--- config.mk ---
export PLATFORM = sky130hd
export DESIGN_NAME = aclk_keybuf
export DESIGN_NICKNAME = d
export VERILOG_FILES = /design/src/rtl/aclk_keybuf_pkg.sv /design/src/rtl/aclk_keybuf_idle_timer.sv /design/src/rtl/aclk_keybuf.sv
export SDC_FILE = /design/constraint.sdc
export NUM_CORES = 1
export LEC_CHECK = 0
export CAP_MARGIN = 20
export CORE_MARGIN = 2
export CORE_UTILIZATION = 47
export DETAILED_ROUTE_END_ITERATION = 12
export HOLD_SLACK_MARGIN = 0.08
export PLACE_DENSITY = 0.9
export SYNTH_ARGS = -nofsm -noshare
export SYNTH_HDL_FRONTEND = slang
export SYNTH_SLANG_ARGS = --single-unit
export TNS_END_PERCENT = 1
--- constraint.sdc ---
create_clock -name clk -period 1.7 [get_ports clk]
set_clock_uncertainty 0.05 [all_clocks]
set_input_delay 0.255 -clock clk [delete_from_list [all_inputs] [get_ports clk]]
set_output_delay 0.255 -clock clk [all_outputs]
set_load 0.005 [all_outputs]
--- src/rtl/aclk_keybuf_pkg.sv ---
// aclk_pkg: shared types and constants for the alarm-clock key-entry path.
// Consumed by aclk_keybuf and aclk_idle_timer.
package aclk_pkg;

  typedef enum logic [1:0] {
    IDLE  = 2'd0,
    ENTRY = 2'd1,
    FULL  = 2'd2
  } keybuf_state_e;

  localparam int ACLK_MAX_DIGIT = 9;
  localparam int ACLK_DIGIT_W   = 4;

  // State is a pure function of how many digits are held.
  function automatic keybuf_state_e aclk_fill_state(
    input int unsigned cnt,
    input int unsigned n
  );
    keybuf_state_e s;
    if (cnt == 0)
      s = IDLE;
    else if (cnt >= n)
      s = FULL;
    else
      s = ENTRY;
    return s;
  endfunction

endpackage

--- src/rtl/aclk_keybuf_idle_timer.sv ---
// aclk_idle_timer: saturating idle counter with clear/enable/expire.
// o_expire is high during the cycle the count sits at CYCLES-1 while enabled.
module aclk_idle_timer
  import aclk_pkg::*;
#(
  parameter int CYCLES = 8
) (
  input  logic clk,
  input  logic rst,
  input  logic i_clr,
  input  logic i_en,
  output logic o_expire
);

  localparam int CW = $clog2(CYCLES + 1);
  localparam logic [CW-1:0] LAST = CW'(CYCLES - 1);

  logic [CW-1:0] r_cnt;
  logic          w_at_last;

  assign w_at_last = (r_cnt == LAST);
  assign o_expire  = i_en & w_at_last;

  // Saturates at LAST so a suppressed expiry fires on the next free cycle.
  always_ff @(posedge clk) begin
    if (rst || i_clr)
      r_cnt <= '0;
    else if (i_en && !w_at_last)
      r_cnt <= r_cnt + CW'(1);
  end

endmodule

--- src/rtl/aclk_keybuf.sv ---
// aclk_keybuf: parametrised key-entry buffer (shift/backspace/clear/timeout).
// Optional macro ACLK_KEYBUF_RANGE_CHK_EN rejects shifted keys above 9.
module aclk_keybuf
  import aclk_pkg::*;
#(
  parameter int NUM_DIGITS     = 4,
  parameter int DIGIT_W        = ACLK_DIGIT_W,
  parameter int LOCK_WHEN_FULL = 0,
  parameter int TIMEOUT_CYCLES = 0
) (
  input  logic                             clk,
  input  logic                             rst,
  input  logic                             shift,
  input  logic [DIGIT_W-1:0]               key,
  input  logic                             backspace,
  input  logic                             clear,
  output logic [NUM_DIGITS*DIGIT_W-1:0]    key_buffer,
  output logic [$clog2(NUM_DIGITS+1)-1:0]  digit_count,
  output logic                             full,
  output logic                             reject,
  output logic                             timeout
);

  localparam int BW = NUM_DIGITS * DIGIT_W;
  localparam int CW = $clog2(NUM_DIGITS + 1);

  logic [BW-1:0]  r_buf;
  logic [CW-1:0]  r_cnt;
  keybuf_state_e  r_state;
  logic           r_reject;
  logic           r_timeout;

  logic [BW-1:0]  w_buf_nxt;
  logic [CW-1:0]  w_cnt_nxt;
  logic           w_rej_nxt;
  logic           w_to_nxt;
  logic           w_evt;
  logic           w_key_bad;
  logic           w_expire;
  logic [BW-1:0]  w_buf_shl;
  logic [BW-1:0]  w_buf_shr;

`ifdef ACLK_KEYBUF_RANGE_CHK_EN
  assign w_key_bad = (32'(key) > 32'(ACLK_MAX_DIGIT));
`else
  assign w_key_bad = 1'b0;
`endif

  assign w_buf_shl = {r_buf[BW-DIGIT_W-1:0], key};
  assign w_buf_shr = r_buf >> DIGIT_W;

  always_comb begin
    w_buf_nxt = r_buf;
    w_cnt_nxt = r_cnt;
    w_rej_nxt = 1'b0;
    w_to_nxt  = 1'b0;
    w_evt     = 1'b0;
    if (clear) begin
      w_buf_nxt = '0;
      w_cnt_nxt = '0;
      w_evt     = 1'b1;
    end else if (shift) begin
      if (w_key_bad) begin
        w_rej_nxt = 1'b1;
      end else if (r_state == FULL) begin
        if (LOCK_WHEN_FULL != 0) begin
          w_rej_nxt = 1'b1;
        end else begin
          w_buf_nxt = w_buf_shl;
          w_evt     = 1'b1;
        end
      end else begin
        w_buf_nxt = w_buf_shl;
        w_cnt_nxt = r_cnt + CW'(1);
        w_evt     = 1'b1;
      end
    end else if (backspace) begin
      if (r_state == IDLE) begin
        w_rej_nxt = 1'b1;
      end else begin
        w_buf_nxt = w_buf_shr;
        w_cnt_nxt = r_cnt - CW'(1);
        w_evt     = 1'b1;
      end
    end else if (w_expire) begin
      w_buf_nxt = '0;
      w_cnt_nxt = '0;
      w_to_nxt  = 1'b1;
    end
  end

  generate
    if (TIMEOUT_CYCLES > 0) begin : g_tmr
      logic w_tmr_clr;
      logic w_tmr_en;
      // A range-rejected key freezes the idle count rather than advancing it.
      assign w_tmr_clr = w_evt | w_to_nxt | (r_state == IDLE);
      assign w_tmr_en  = (r_state != IDLE) & ~(shift & ~clear & w_key_bad);
      aclk_idle_timer #(
        .CYCLES (TIMEOUT_CYCLES)
      ) u_idle_timer (
        .clk      (clk),
        .rst      (rst),
        .i_clr    (w_tmr_clr),
        .i_en     (w_tmr_en),
        .o_expire (w_expire)
      );
    end else begin : g_no_tmr
      logic w_unused_evt;
      assign w_unused_evt = w_evt;
      assign w_expire     = 1'b0;
    end
  endgenerate

  always_ff @(posedge clk) begin
    if (rst) begin
      r_buf     <= '0;
      r_cnt     <= '0;
      r_state   <= IDLE;
      r_reject  <= 1'b0;
      r_timeout <= 1'b0;
    end else begin
      r_buf     <= w_buf_nxt;
      r_cnt     <= w_cnt_nxt;
      r_state   <= aclk_fill_state(32'(w_cnt_nxt), NUM_DIGITS);
      r_reject  <= w_rej_nxt;
      r_timeout <= w_to_nxt;
    end
  end

  assign key_buffer  = r_buf;
  assign digit_count = r_cnt;
  assign full        = (r_state == FULL);
  assign reject      = r_reject;
  assign timeout     = r_timeout;

endmodule

# After elaboration in Yosys (flattened, before gate mapping)
# Index checks and enable logic that the tools add are counted.
[word_totals] reg_bits=22 out_inout_bits=22 in_bits=9
[op_classes] mux=10 bitwise_logic=1 reduce_logical=7 addsub=2 order_cmp=1 eq_ne=2
[op_table] cell="$mux 16" n=3
[op_table] cell="$mux 3" n=5
[op_table] cell="$reduce_or 2->1" n=2
[op_table] cell="$reduce_or 4->1" n=1
[op_table] cell="$add 3x1->3 const B" n=1
[op_table] cell="$ge 3x3->1 const B" n=1
[op_table] cell="$logic_not 3->1" n=1
[op_table] cell="$sub 3x1->3 const B" n=1
[op_table] cell="$eq 2x2->1 const B" n=1
[op_table] cell="$logic_not 2->1" n=1
[op_table] cell="$mux 2" n=1
[op_table] cell="$ne 2x2->1 const B" n=1
[op_table] cell="$reduce_and 2->1" n=1
[op_table] cell="$reduce_bool 2->1" n=1
[op_table] cell="$mux 1" n=1
[op_table] cell="$not 1->1" n=1

# Logic depth before layout (Yosys ltp)
# Gate-level depths: netlist of run 1.
[logic_depth] depth_word=7 mapped_depth=6 ltp_nobuf=6

# Worst setup path after synthesis of run 1
# No wires, ideal clock.
[synth_path] kind="register -> register" startpoint="register r_cnt[0], in the netlist digit_count[0]" endpoint="register r_state[0]" setup_ns=0.058 n_path_buf=0 path_stages_with_launch=7 t_arrival_ns=1.328 period_less_slack_ns=1.436 path_slack_ns=0.264 path_cell_list="dfxtp_1 -> inv_1 -> ha_1 -> nor2b_1 -> a32oi_4 -> mux2i_1 -> o21a_1"
[synth_between] elab_chain_len=7 word_cells_on_any_way=11 classes_between="add/sub (2); order compare (1); mux (6); reduce/logical (2)"
[synth_rtl] item="from (decl)" line="aclk_keybuf.sv:28" rtl="logic [CW-1:0] r_cnt;"
[synth_rtl] item="from (signal assigned)" line="aclk_keybuf.sv:124" rtl="r_cnt <= w_cnt_nxt;"
[synth_rtl] item="$sub 3x1->3" line="aclk_keybuf.sv:82" rtl="w_cnt_nxt = r_cnt - CW'(1);"
[synth_rtl] item="$mux 3" line="aclk_keybuf.sv:78" rtl="if (r_state == IDLE) begin"
[synth_rtl] item="$mux 3" line="aclk_keybuf.sv:77" rtl="end else if (backspace) begin"
[synth_rtl] item="$mux 3 *" line="aclk_keybuf.sv:62" rtl="end else if (shift) begin"
[synth_rtl] item="$mux 3 *" line="aclk_keybuf.sv:58" rtl="if (clear) begin"
[synth_rtl] item="$ge 3x3->1 / $logic_not 3->1 (equally long branches)" line="aclk_keybuf_pkg.sv:22, aclk_keybuf_pkg.sv:20"
[synth_rtl] item="$mux 2 / $reduce_or 2->1 (equally long branches)"
[synth_rtl] item="to (signal assigned)" line="aclk_keybuf.sv:125" rtl="r_state <= aclk_fill_state(32'(w_cnt_nxt), NUM_DIGITS);"
[synth_rtl] item="to (decl)" line="aclk_keybuf.sv:29" rtl="keybuf_state_e r_state;"
# Every way passes the cells marked *; elsewhere a longest branch is shown, timed or not.
# A chain may end at the register's enable or synchronous reset.

# Final worst setup path of run 1
[layout_path] startpoint="register r_cnt[1], in the netlist digit_count[1]" endpoint="output port digit_count[1]"
[layout_lines] item="to (decl)" line="aclk_keybuf.sv:18" rtl="output logic [$clog2(NUM_DIGITS+1)-1:0] digit_count,"
# No word-level cell between the ends.

==> results of run 1 <==
==> path summary, 6_finish.rpt <==
path | slack, ps | cells after the start | endpoint | from
max | 110 | 1 | digit_count[1] | digit_count[1]$_SDFF_PP0_
min | 450 | 2 | r_state[1]$_SDFF_PP0_ | rst
max reg2reg | 110 | 6 | r_state[0]$_SDFF_PP0_ | digit_count[0]$_SDFF_PP0_
min reg2reg | 460 | 2 | key_buffer[15]$_SDFFE_PP0P_ | key_buffer[11]$_SDFFE_PP0P_
==> sequential cells by signal, summed over array words and instances (netlist names) <==
register / flops
reject: 1
r_state: 2
digit_count: 3
key_buffer: 16
==> area by class of cell <==
| class | instances | area (sq um) |
|---|---|---|
| clock buffer | 3 | 22.52 |
| tap | 28 | 35.03 |
| multi-input combinational | 73 | 619.3 |
| timing repair buffer | 39 | 376.6 |
| sequential | 22 | 445.4 |
| fill | 177 | 689.4 |
| inverter | 4 | 15.01 |
| clock inverter | 1 | 30.03 |
==> per-layer routing <==
| metal | routed length [um] | vias to the layer above | track usage |
|---|---|---|---|
| li1 | - | 432 | - |
| met1 | 1188 | 429 | 0.2860 |
| met2 | 1175 | 19 | 0.3063 |
| met3 | 58 | 6 | 0.03390 |
| met4 | 57 | 0 | 0.07692 |
| met5 | 0 | - | 0 |
==> placed cells by master, fill, tap and decap left out, types with 4 or more instances in the layout <==
cell / n
clkdlybuf4s50_1: 28
dfxtp_1: 20
nor2_1: 17
mux2i_1: 15
mux2_4: 10
buf_4: 9
nand2_1: 5
a21oi_1: 5
nand3b_1: 4
==> kinds of logic (layout without fill, tap and decap cells) <==
kind of cell	count (synthesis)	in the layout	share of synthesized area
buffers and inverters	11	47	0.06123
AOI/OAI and AO/OA	10	10	0.08797
muxes	28	28	0.2973
adders and majority gates	2	2	0.02227
other	1	1	0.003338
DFF	22	22	0.3920
and+or+nand+nor	32	32	0.1359
==> cells in the mapped netlist <==
library cell	instances
clkbuf_1	1
mux2_2	3
mux2i_1	15
a32oi_4	1
buf_12	1
buf_4	2
ha_1	2
conb_1	1
buf_2	3
inv_1	3
nand2b_1	1
o21a_4	1
nor4_1	1
inv_2	1
nor2_1	17
or2_2	1
a21oi_1	5
nand2b_2	1
o21ai_2	1
a221oi_2	1
nand3b_1	4
dfxtp_1	22
mux2_4	10
o21a_1	1
nand2_1	5
nor2b_1	2
==> metrics by stage <==
| step | setup TNS [ps] | util |
|---|---|---|
| after global routing | 0 | 0.6913 |
| after global placement | -10.05 | 0.6605 |
| after detailed placement | -342.6 | 0.6605 |
| after floorplan | 0 | - |
| after CTS | 0 | 0.6913 |
| final | 0 | 0.6913 |
==> power breakdown <==
part / internal [W] / switching [W]
combinational: 0.0000945 / 0.0000725
clock: 0.000239 / 0.000177
sequential: 0.000527 / 0.00000988
==> what timing repair did <==
item,CTS,global route
endpoints found under the setup margin,1,0
resized for setup,5,0
setup buffers,1,0
==> impl_metrics.env, run 1 <==
export IMPL_min_period_ps=1594
export IMPL_hold_class="input port to flip-flop"
export IMPL_cts_htree_levels=1
export IMPL_grt_max_degree=17
export IMPL_fmax_ghz=0.6273
export IMPL_clock_latency_ps=320
export IMPL_maxCapViolations=0
export IMPL_synth_top_area_frac=0.3920
export IMPL_via_per_inst=5.212
export IMPL_powerDensity_mw_per_mm2=724.8
export IMPL_setup_violations=0
export IMPL_timing_final_crit_share=0.9377
export IMPL_seq_area_frac_synth=0.3920
export IMPL_fin_cells=170
export IMPL_cts_tree="done"
export IMPL_cts_hold_repair_buffers=0
export IMPL_synth_largest_area_cell="dfxtp_1"
export IMPL_syn2layout_area_growth_pct=37.42
export IMPL_antenna_cells=0
export IMPL_hold_viol=0
export IMPL_irDropWorstVdd_mv=0.5999
export IMPL_core_area_sq_mm=0.002233
export IMPL_drc_errors=0
export IMPL_syn_nets=117
export IMPL_vias=886
export IMPL_final_net_count=154
export IMPL_status="complete, no violations"
export IMPL_dpl_cell_count=165
export IMPL_hold_ws_ps=450.7
export IMPL_cts_sinks=22
export IMPL_syn_inst=106
export IMPL_place_hpwl_um=1730
export IMPL_wl_per_cell_um=14.59
export IMPL_dp_slack_ps=-44.07
export IMPL_grt_pass1_wl_um=4119
export IMPL_gr_usage_all_layers=0.2024
export IMPL_rows=17
export IMPL_cts_buffers=3
export IMPL_gp_congestion=0.7824
export IMPL_critPathRequiredTime_ps=1390
export IMPL_slowest_stage="clkdlybuf4s50_1"
export IMPL_cp_top_family="buffers and inverters"
export IMPL_ys_warn_count=0
export IMPL_drt_iter0_markers=10
export IMPL_crit_path_max_fanout=5
export IMPL_crit_path_start_kind="flip-flop"
export IMPL_first_global_vias=852
export IMPL_grt_setup_unrepaired="false"
export IMPL_netlist_area_sq_mm=0.001124
export IMPL_cp_num_buf_inv=1
export IMPL_drtPass1Iterations=4
export IMPL_synth_seq_cells=22
export IMPL_clock_root_buffer="clkbuf_4"
export IMPL_crit_chain="clkdlybuf4s50_1"
export IMPL_crit_type="flip-flop to primary output"
export IMPL_cp_end_kind="primary output"
export IMPL_die_height_um=52.90
export IMPL_die_x_um=52.90
export IMPL_finalPower_w=0.001119
export IMPL_port_buffers=29
export IMPL_yosysUniqueCellTypes=26
export IMPL_final_max_slew_violation_count=0
export IMPL_final_cell_area_sq_mm=0.001544
export IMPL_clock_path_buffers=2
export IMPL_start_util=0.5031
export IMPL_synth_area_leaders="dfxtp_1 (39%), mux2_4 (13%), mux2i_1 (13%)"
export IMPL_slowest_delay_ps=540
export IMPL_die_area_sq_mm=0.002798
export IMPL_setup_slack_ps=105.8
export IMPL_path_clk_slew_ps=130
export IMPL_wl_um=2480
export IMPL_grt_overflow=0
export IMPL_synth_avg_cell_area_sq_um=10.60
export IMPL_antenna_found_initial=0
export IMPL_io_pin_count=31
export IMPL_drive_above_1_share=0.2535
export IMPL_arrival_ps=1290
export IMPL_placed_cell_area_sq_mm=0.001475
export IMPL_postRouteAntennaNets=0
export IMPL_leakagePower_nw=0.6255
No activity file was read; power rests on OpenSTA's default activity.
==> inputs of run 2 (changes only) <==
- CORE_UTILIZATION: 47 -> 49
- CTS_BUF_LIST: unset -> sky130_fd_sc_hd__clkbuf_2
- CTS_CLUSTER_SIZE: unset -> 25
- PLACE_DENSITY: 0.9 -> 0.93
==> impl_metrics.env, run 2 (synthesis gave the netlist of run 1 again) <==
export IMPL_clock_path_buffers=2
export IMPL_status="complete, no violations"
export IMPL_start_util=0.5129
export IMPL_hold_ws_ps=418.9
export IMPL_cts_htree_levels=1
export IMPL_final_setup_tns_ps=0
export IMPL_slowest_stage="clkdlybuf4s50_1"
export IMPL_mostFrequentLayoutCells="clkdlybuf4s50_1 (28), dfxtp_1 (20), nor2_1 (17)"
export IMPL_min_period_ps=1611
export IMPL_port_buffers=29
export IMPL_antenna_found_initial=0
export IMPL_path_clk_slew_ps=190
export IMPL_maxCapViolations=0
export IMPL_syn2layout_area_growth_pct=34.08
export IMPL_grt_max_degree=13
export IMPL_setup_slack_ps=88.72
export IMPL_crit_path_max_fanout=4
export IMPL_rows=17
export IMPL_timing_final_crit_share=0.9478
export IMPL_cp_end_kind="primary output"
export IMPL_drt_iter0_markers=12
export IMPL_postRouteAntennaNets=0
export IMPL_cts_buffers=3
export IMPL_drc_errors=0
export IMPL_fmax_ghz=0.6206
export IMPL_cts_hold_repair_buffers=0
export IMPL_dp_slack_ps=-68.98
export IMPL_cp_top_family="buffers and inverters"
export IMPL_drtPass1Iterations=4
export IMPL_wl_per_cell_um=13.99
export IMPL_die_x_um=51.89
export IMPL_cts_tree="done"
export IMPL_clock_root_buffer="clkbuf_2"
export IMPL_powerDensity_mw_per_mm2=605.2
export IMPL_fin_cells=170
export IMPL_drive_above_1_share=0.2535
export IMPL_irDropWorstVdd_mv=0.3427
export IMPL_final_net_count=154
export IMPL_vias=888
export IMPL_hold_class="input port to flip-flop"
export IMPL_leakagePower_nw=0.6025
export IMPL_grt_overflow=0
export IMPL_antenna_cells=0
export IMPL_place_hpwl_um=1786
export IMPL_arrival_ps=1310
export IMPL_largest_register_ffs=16
export IMPL_clock_latency_ps=350
export IMPL_cts_sinks=22
export IMPL_die_height_um=51.89
export IMPL_critPathRequiredTime_ps=1390
export IMPL_setup_violations=0
export IMPL_core_area_sq_mm=0.002191
export IMPL_io_pin_count=31
export IMPL_final_max_slew_violation_count=0
export IMPL_grt_pass1_wl_um=3857
export IMPL_gp_congestion=0.7252
export IMPL_grt_setup_unrepaired="false"
export IMPL_crit_type="flip-flop to primary output"
export IMPL_cp_num_buf_inv=1
export IMPL_via_per_inst=5.224
export IMPL_hold_viol=0
export IMPL_first_global_vias=821
export IMPL_dpl_cell_count=165
export IMPL_slowest_delay_ps=530
export IMPL_crit_chain="clkdlybuf4s50_1"
export IMPL_crit_path_start_kind="flip-flop"
export IMPL_gr_usage_all_layers=0.2012
export IMPL_final_common_cell="clkdlybuf4s50_1"
export IMPL_finalPower_w=0.0009117
export IMPL_die_area_sq_mm=0.002692
export IMPL_wl_um=2378
[run 2: cell count changes in the layout (fill, tap and decap cells not counted), sizes merged]
cell and delta:
bufinv -1, clkinv +1
[run 2: final timing paths]
path / from / end / slack [ps] / depth (start not counted)
setup / recovery: key_buffer[9]$_SDFFE_PP0P_ / key_buffer[9] / 90 / 1
hold / removal: rst / digit_count[2]$_SDFF_PP0_ / 420 / 2
setup reg to reg: digit_count[0]$_SDFF_PP0_ / r_state[0]$_SDFF_PP0_ / 130 / 6
hold reg to reg: key_buffer[8]$_SDFFE_PP0P_ / key_buffer[12]$_SDFFE_PP0P_ / 460 / 2
[run 2: layer usage]
metal  up-vias  wire, um  share of wire  GRT usage
met3         5        66          0.028    0.03448
met5         -         0              0          0
li1        431         -              -          -
met4         0        64          0.027     0.1184
met2        17      1274           0.54     0.3460
met1       435       973           0.41     0.2315
[run 2: metrics by stage]
stage	utilization	area, sq um
2_1_floorplan	-	1124
3_3_place_gp	0.6733	1475
3_5_place_dp	0.6733	1475
4_1_cts	0.6859	1503
5_1_grt	0.6876	1506
6_report	0.6876	1506
[run 2: repair_timing]
action | CTS | global route
setup buffers | 1 | 0
gates resized for setup | 3 | 1
gates cloned | 0 | 0
endpoints found under the setup margin | 1 | 1
[run 2: report_power, final]
group          total [W]  internal, W  switching, W
clock           0.000211    0.0000510      0.000160
combinational   0.000164    0.0000935     0.0000709
sequential      0.000536     0.000528    0.00000835
[run 2: layout make-up]
| cell class | count | area [sq um] |
|---|---|---|
| clock buffer | 3 | 15.01 |
| clock inverter | 1 | 3.754 |
| fill | 163 | 684.4 |
| inverter | 4 | 15.01 |
| multi-input combinational | 73 | 618.1 |
| sequential | 22 | 442.9 |
| tap | 28 | 35.03 |
| timing repair buffer | 39 | 376.6 |
